### config.mk
export PLATFORM = sky130hd
export DESIGN_NAME = sprite_color_mapper
export DESIGN_NICKNAME = d
export VERILOG_FILES = /design/src/rtl/sprite_color_mapper.sv
export SDC_FILE = /design/constraint.sdc
export NUM_CORES = 1
export LEC_CHECK = 0
export CAP_MARGIN = 20
export CORE_UTILIZATION = 38
export CTS_CLUSTER_DIAMETER = 50
export DETAILED_ROUTE_END_ITERATION = 8
export MAX_ROUTING_LAYER = met4
export PLACE_DENSITY = 0.64
export REMOVE_ABC_BUFFERS = 1
export SYNTH_ARGS = -nofsm -noshare
export SYNTH_HDL_FRONTEND = slang
export SYNTH_SLANG_ARGS = --single-unit
export TNS_END_PERCENT = 1
### constraint.sdc
create_clock -name Clk -period 4.4 [get_ports Clk]
set_input_delay 0.44 -clock Clk [delete_from_list [all_inputs] [get_ports Clk]]
set_output_delay 0.44 -clock Clk [all_outputs]
set_load 0.02 [all_outputs]
### src/rtl/sprite_color_mapper.sv
// Pac-Man pixel colour generator: maze flags + Pac-Man + NUM_GHOSTS ghosts -> 24-bit RGB.
// Latency: 2 cycles from pixel inputs to VGA_R/G/B and out_valid, 1 pixel per cycle.
// Backpressure: none; the pixel stream is free-running and every input cycle produces one output.
//
// Ports: Clk/Reset_n (async active-low); frame_start pulse advances the frame-synchronous
// animation state; pixel_valid/DrawX/DrawY plus is_wall/is_pellet describe the current pixel;
// pacman_* and ghost_* place the sprites; fright_start (re)loads frightened mode.
// Outputs: out_valid, VGA_R/G/B (registered), fright_active (combinational from the counter).
// Optional macro SPRITE_BLINK_EN: frightened ghosts blink white/blue during the last
// BLINK_FRAMES frames of fright.
module sprite_color_mapper #(
  parameter int NUM_GHOSTS    = 4,
  parameter int TILE_BITS     = 4,
  parameter int ANIM_FRAMES   = 8,
  parameter int FRIGHT_FRAMES = 360,
  parameter int BLINK_FRAMES  = 120
) (
  input  logic                    Clk,
  input  logic                    Reset_n,
  input  logic                    frame_start,
  input  logic                    pixel_valid,
  input  logic [9:0]              DrawX,
  input  logic [9:0]              DrawY,
  input  logic                    is_wall,
  input  logic                    is_pellet,
  input  logic [9:0]              pacman_x,
  input  logic [9:0]              pacman_y,
  input  logic [1:0]              pacman_dir,
  input  logic [10*NUM_GHOSTS-1:0] ghost_x,
  input  logic [10*NUM_GHOSTS-1:0] ghost_y,
  input  logic [NUM_GHOSTS-1:0]   ghost_alive,
  input  logic                    fright_start,
  output logic                    out_valid,
  output logic [7:0]              VGA_R,
  output logic [7:0]              VGA_G,
  output logic [7:0]              VGA_B,
  output logic                    fright_active
);

  localparam int AW = (ANIM_FRAMES > 1) ? $clog2(ANIM_FRAMES) : 1;
  localparam logic [AW-1:0] ANIM_LAST = AW'(ANIM_FRAMES - 1);
  localparam logic [11:0] FRIGHT_LOAD = 12'(FRIGHT_FRAMES);
  localparam int T = 1 << TILE_BITS;
  // Pellet occupies the open interval (T/2-3, T/2+2) of the tile, i.e. [T/2-2, T/2+1].
  localparam logic [TILE_BITS-1:0] PEL_LO = TILE_BITS'(T/2 - 2);
  localparam logic [TILE_BITS-1:0] PEL_HI = TILE_BITS'(T/2 + 1);

  localparam logic [23:0] COL_PAC    = 24'hFFFF00;
  localparam logic [23:0] COL_FRIGHT = 24'h2121FF;
  localparam logic [23:0] COL_PELLET = 24'hFFFFFF;
  localparam logic [23:0] COL_WALL   = 24'h1919A6;

  generate
    if (NUM_GHOSTS < 1 || NUM_GHOSTS > 8 || ANIM_FRAMES < 1 ||
        FRIGHT_FRAMES >= 4096 || BLINK_FRAMES > FRIGHT_FRAMES) begin : g_bad_params
      $error("sprite_color_mapper: illegal parameter set");
    end
  endgenerate

  function automatic logic [23:0] ghost_palette(input int k);
    case (k % 4)
      0:       return 24'hFF0000;
      1:       return 24'hFFB8FF;
      2:       return 24'h00FFFF;
      default: return 24'hFFB852;
    endcase
  endfunction

  // ---------------- frame-synchronous state ----------------
  logic [AW-1:0] anim_q, anim_d;
  logic          mouth_open_q, mouth_open_d;
  logic [11:0]   fcnt_q, fcnt_d;
  logic          disp_fright_q, disp_fright_d;
  logic [23:0]   ghost_fr_col;

`ifdef SPRITE_BLINK_EN
  localparam logic [11:0] BLINK_LIM = 12'(BLINK_FRAMES);
  logic [3:0]  fctr_q, fctr_d;   // free-running frame counter, bit 3 sets the blink phase
  logic [11:0] dcnt_q, dcnt_d;   // counter value latched alongside disp_fright
`endif

  always_comb begin
    anim_d        = anim_q;
    mouth_open_d  = mouth_open_q;
    fcnt_d        = fcnt_q;
    disp_fright_d = disp_fright_q;
`ifdef SPRITE_BLINK_EN
    fctr_d        = fctr_q;
    dcnt_d        = dcnt_q;
`endif
    if (frame_start) begin
      if (anim_q == ANIM_LAST) begin
        anim_d       = '0;
        mouth_open_d = ~mouth_open_q;
      end else begin
        anim_d = anim_q + AW'(1);
      end
    end
    // A load beats a same-cycle decrement.
    if (fright_start) begin
      fcnt_d = FRIGHT_LOAD;
    end else if (frame_start && fcnt_q != 12'd0) begin
      fcnt_d = fcnt_q - 12'd1;
    end
    // Displayed state follows the post-update counter, but only at frame boundaries.
    if (frame_start) begin
      disp_fright_d = (fcnt_d != 12'd0);
`ifdef SPRITE_BLINK_EN
      fctr_d = fctr_q + 4'd1;
      dcnt_d = fcnt_d;
`endif
    end
  end

  always_ff @(posedge Clk or negedge Reset_n) begin
    if (!Reset_n) begin
      anim_q        <= '0;
      mouth_open_q  <= 1'b0;
      fcnt_q        <= 12'd0;
      disp_fright_q <= 1'b0;
`ifdef SPRITE_BLINK_EN
      fctr_q        <= 4'd0;
      dcnt_q        <= 12'd0;
`endif
    end else begin
      anim_q        <= anim_d;
      mouth_open_q  <= mouth_open_d;
      fcnt_q        <= fcnt_d;
      disp_fright_q <= disp_fright_d;
`ifdef SPRITE_BLINK_EN
      fctr_q        <= fctr_d;
      dcnt_q        <= dcnt_d;
`endif
    end
  end

  assign fright_active = (fcnt_q != 12'd0);

`ifdef SPRITE_BLINK_EN
  assign ghost_fr_col = (dcnt_q <= BLINK_LIM && !fctr_q[3]) ? COL_PELLET : COL_FRIGHT;
`else
  assign ghost_fr_col = COL_FRIGHT;
`endif

  // ---------------- stage 1: hit flags ----------------
  // 11-bit coordinates so sprite bounds past x=1023 do not wrap back to the left edge.
  logic [10:0] xi, yi, pxi, pyi;
  assign xi  = {1'b0, DrawX};
  assign yi  = {1'b0, DrawY};
  assign pxi = {1'b0, pacman_x};
  assign pyi = {1'b0, pacman_y};

  logic pac_body;
  assign pac_body = (xi >= pxi + 11'd2) && (xi < pxi + 11'd14) &&
                    (yi >= pyi + 11'd2) && (yi < pyi + 11'd14);

  // Local offsets are only meaningful inside the body, where they fit in 4 bits.
  logic [3:0]        lx, ly;
  logic signed [5:0] dx, dy, ax, ay;
  logic              wedge;
  assign lx = DrawX[3:0] - pacman_x[3:0];
  assign ly = DrawY[3:0] - pacman_y[3:0];
  assign dx = $signed({2'b00, lx}) - 6'sd8;
  assign dy = $signed({2'b00, ly}) - 6'sd8;
  assign ax = dx[5] ? -dx : dx;
  assign ay = dy[5] ? -dy : dy;

  // Mouth wedge: a 90-degree cone opening from the cell centre (8,8) in the facing direction.
  always_comb begin
    wedge = 1'b0;
    case (pacman_dir)
      2'd0:    wedge = !dx[5] && (ay <= dx);
      2'd1:    wedge = (dy <= 6'sd0) && (ax <= -dy);
      2'd2:    wedge = (dx <= 6'sd0) && (ay <= -dx);
      default: wedge = !dy[5] && (ax <= dy);
    endcase
  end

  logic        ghost_hit;
  logic [23:0] ghost_col;
  always_comb begin
    logic [10:0] gxi;
    logic [10:0] gyi;
    ghost_hit = 1'b0;
    ghost_col = 24'h000000;
    gxi       = 11'd0;
    gyi       = 11'd0;
    // Scan high to low so the lowest-indexed overlapping ghost is the last writer.
    for (int k = NUM_GHOSTS - 1; k >= 0; k--) begin
      gxi = {1'b0, ghost_x[10*k +: 10]};
      gyi = {1'b0, ghost_y[10*k +: 10]};
      if (ghost_alive[k] && (xi >= gxi + 11'd1) && (xi < gxi + 11'd15) &&
          (yi >= gyi + 11'd1) && (yi < gyi + 11'd15)) begin
        ghost_hit = 1'b1;
        ghost_col = disp_fright_q ? ghost_fr_col : ghost_palette(k);
      end
    end
  end

  logic pel_hit;
  assign pel_hit = is_pellet &&
                   (DrawX[TILE_BITS-1:0] >= PEL_LO) && (DrawX[TILE_BITS-1:0] <= PEL_HI) &&
                   (DrawY[TILE_BITS-1:0] >= PEL_LO) && (DrawY[TILE_BITS-1:0] <= PEL_HI);

  logic        s1_vld_q, s1_pac_q, s1_ghost_q, s1_pel_q, s1_wall_q;
  logic        s1_pac_d;
  logic [23:0] s1_gcol_q;
  assign s1_pac_d = pac_body && !(mouth_open_q && wedge);

  always_ff @(posedge Clk or negedge Reset_n) begin
    if (!Reset_n) begin
      s1_vld_q   <= 1'b0;
      s1_pac_q   <= 1'b0;
      s1_ghost_q <= 1'b0;
      s1_gcol_q  <= 24'h000000;
      s1_pel_q   <= 1'b0;
      s1_wall_q  <= 1'b0;
    end else begin
      s1_vld_q   <= pixel_valid;
      s1_pac_q   <= s1_pac_d;
      s1_ghost_q <= ghost_hit;
      s1_gcol_q  <= ghost_col;
      s1_pel_q   <= pel_hit;
      s1_wall_q  <= is_wall;
    end
  end

  // ---------------- stage 2: priority mux ----------------
  logic [23:0] rgb_q, rgb_d;
  logic        vld_q;

  always_comb begin
    rgb_d = 24'h000000;
    if (s1_vld_q) begin
      if (s1_pac_q)        rgb_d = COL_PAC;
      else if (s1_ghost_q) rgb_d = s1_gcol_q;
      else if (s1_pel_q)   rgb_d = COL_PELLET;
      else if (s1_wall_q)  rgb_d = COL_WALL;
    end
  end

  always_ff @(posedge Clk or negedge Reset_n) begin
    if (!Reset_n) begin
      rgb_q <= 24'h000000;
      vld_q <= 1'b0;
    end else begin
      rgb_q <= rgb_d;
      vld_q <= s1_vld_q;
    end
  end

  assign out_valid = vld_q;
  assign VGA_R     = rgb_q[23:16];
  assign VGA_G     = rgb_q[15:8];
  assign VGA_B     = rgb_q[7:0];

endmodule

==> run metrics <==
hold crit path type input port to asynchronous set/reset pin; Hold-fix buffers, CTS 0; ys flop type dfrtp_1; Worst EP required between 4 and 5 ns; CP endpoint kind register; Synth Area in XOR/XNOR between 15 and 20%; status completed; CP Max Fanout 7; Core Area 25100 um2; Flop pwr share between 20% and 30%; initial antenna violation count 3; Synth Instances 1199; number of buffers inserted by port buffering 158; full die area between 20000 and 30000 um2; fin nets about 1700; final worst slack roughly 0.40 ns; Crit Path Class input port to register; vias in the first global route about 8500; largest family of logic cells by synthesized area adder cells; Clk Latency, worst-skew pair approximately 0.28 ns; Synth Area per Inst 8.09 um2; max-cap viol count 0; Compound-Gate Fraction of Synth Area 15.8%; slew margin rel. 38.1%; Pleak between 5 and 6 nW; I/O pin cnt about 160; Clk Tree Root Cell clkbuf_16; Setup crit start kind input port; R2R Setup Slk 2.06 ns; Combinational Power Share ~60%; clk buf depth 2; final hold vios 0; fin crit period 4.00 ns; Seq cells post-synth between 40 and 50; Post-Synth Adder-Cell Area roughly a third; Netlist cell types between 60 and 70; mux contribution to synthesized area less than 1%; Global Route Usage Sum 20.6%; number of synthesized flops with an enable pin 0; Tot Pwr 2.14 mW; clock network power share between 15 and 20%; final WL approximately 26 mm; slowest stage delay, CP between 0.5 and 0.6 ns; initial DRC count 410; Int Pwr between 1 and 1.5 mW; CP Launch Point DrawX[1]; CTS-repair resized insts 0; Slew Viols, Final 0; CP max-delay cell clkdlybuf4s50_1; layout cell share with drive strength beyond 1 under 10%; Worst setup endpoint s1_pac_q; P_sw around 0.9 mW; Clock Skew ~0.0044 ns; RR Endpoint disp_fright_q; antenna-violating nets left 0; synth cell count leaders ha_1, xnor2_1, nor2_1; clock sinks 43; Post-CTS Setup Inserts 0; wire length per cell 15.7 um; number of detailed-route iterations in the first pass 4; sequential element share of the synthesized area between 10 and 15%; Post-DP HPWL 22.5 mm; Post-route DRC 0; Area contributors post-synth ha_1, dfrtp_1, xnor2_1; sw frac between 40% and 50%; Max Clock Freq roughly 250 MHz; FFs w/ async S/R, synth 100%; GR Overflow Total 0; Post-Synth Simple-Gate Area 20.3%; yosys warns 0; setup TNS 0 ns; P&R area growth vs syn 21.4%; H-tree depth 2; RSZ-0062 raised after global routing no; pre-CTS setup slack 0.209 ns; Fillers around 2500; most frequent CP cell o21ai_0; largest net degree at the start of global routing 44; gpl congestion 0.902; first-pass GRT wire length 42.4 mm; pwr dens 182 nW/um2; top cell type's share of synthesized area a little under a third; routed vias/inst 5.35; footprint of the multi-input gates about 8200 um2; Reg area approximately 1100 um2; endpoints failing setup 0; CP cell instances clkdlybuf4s50_1, ha_1, nor2b_1, o21ai_0, nand2b_1, xnor2_1, buf_4, inv_2, o21ai_0, ha_1, nor2b_1, o21ai_0, nor4b_1, o21ai_0, o311ai_1, o311a_1, a211oi_1; chip width 162 um; vias approximately 9000; CTS buffer count 5; CTS tree built; WP data arrival slightly above 4 ns; FF-to-FF path depth 8; area leader, netlist ha_1; Peak VDD IR between 100 and 150 uV; # rows slightly below 60; synthesized area 9710 um2; initial core utilization between 30% and 40%; most common cell in the netlist ha_1; Worst Max-Slew Pin Slew roughly 0.93 ns; Final period util around 91%; Clock transition at path regs 0.06 ns; Worst R2R Start fcnt_q[7]; Die H 162 um
metal layers:
layer	GRT usage, %	share of wire [%]	vias to the layer above
met5	-	0	-
li1	-	-	4609
met1	26.0	47	4142
met2	35.8	48	194
met3	2.12	4.2	25
met4	3.17	1.2	0
how the worst min path moves through the flow:
stage                     slack [ns]  cells past startpoint         to
after floorplan                 0.14                      0  anim_q[0]
after global placement          0.40                      0  out_valid
after detailed placement        0.40                      0  out_valid
after CTS                       0.34                      1   s1_pac_q
after global routing            0.38                      1   s1_pac_q
final                           0.30                      1  fcnt_q[3]
logic make-up (layout without fill, tap and decap cells):
family,Yosys count,count (layout)
muxes,5,5
and+or+nand+nor,385,385
other,0,3
DFF,43,43
xor gates and xnor gates,175,175
adders and majority gates,244,244
buffers and inverters,110,254
AOI/OAI and AO/OA,237,237
state kept, by name, indices dropped and copies added, names as in the netlist, 3 cells and up:
register / flops
anim_q: 3
fcnt_q: 12
rgb_q: 13
s1_gcol_q: 7
final cells by class:
type	count	share of cell area (%)
Antenna cell	3	0.0637
Clock buffer	5	1.06
Clock inverter	3	0.202
Inverter	67	2.13
Multi-Input combinational cell	1046	69.2
Sequential cell	43	9.13
Tap cell	330	3.50
Timing Repair Buffer	179	14.7
worst max-delay path: cells and delay by family:
kind	cells	cell delay, ns
xor gates and xnor gates	1	0.16
and+or+nand+nor	4	0.63
adders and majority gates	2	0.73
AOI/OAI and AO/OA	7	1.36
buffers and inverters	3	0.85
through the flow:
stage / util (%) / cell area, um2 / std cells / hold WS [ns]
after global placement: 46.3 / 11600 / 1665 / 0.397
after detailed placement: 46.3 / 11600 / 1665 / 0.401
final: 46.9 / 11800 / 1676 / 0.296
after CTS: 46.9 / 11800 / 1673 / 0.340
after floorplan: - / 9480 / 1156 / 0.144
after global routing: 46.9 / 11800 / 1676 / 0.384
placed cells by master (no fill, tap or decap), types with 4 or more instances in the layout:
master,Yosys,final
a2111oi_0,5,5
a211oi_1,14,14
a21o_1,13,13
a21oi_1,64,64
a31oi_1,13,13
and3_1,18,18
and4_1,4,4
buf_4,12,21
clkbuf_16,0,5
clkdlybuf4s50_1,0,157
dfrtp_1,43,43
ha_1,242,242
inv_1,65,65
nand2_1,74,74
nand2b_1,17,17
nand3_1,54,54
nand4_1,33,33
nor2_1,107,107
nor2b_1,15,15
nor3_1,22,22
nor3b_1,4,4
nor4_1,4,4
o211ai_1,14,14
o21a_1,13,13
o21ai_0,51,51
o21ai_1,8,8
o31ai_1,6,6
o41ai_1,5,5
or3_1,8,8
xnor2_1,111,111
xor2_1,64,64
power by group through the flow:
stage | combinational (mW) | clock [mW] | sequential, mW
final | 1.31 | 0.367 | 0.467
after global placement | 1.27 | 0 | 0.472
after floorplan | 0.787 | 0 | 0.488
after CTS | 1.31 | 0.375 | 0.467
after detailed placement | 1.30 | 0 | 0.474
after global routing | 1.48 | 0.394 | 0.473
(Power assumes the default switching activity.)
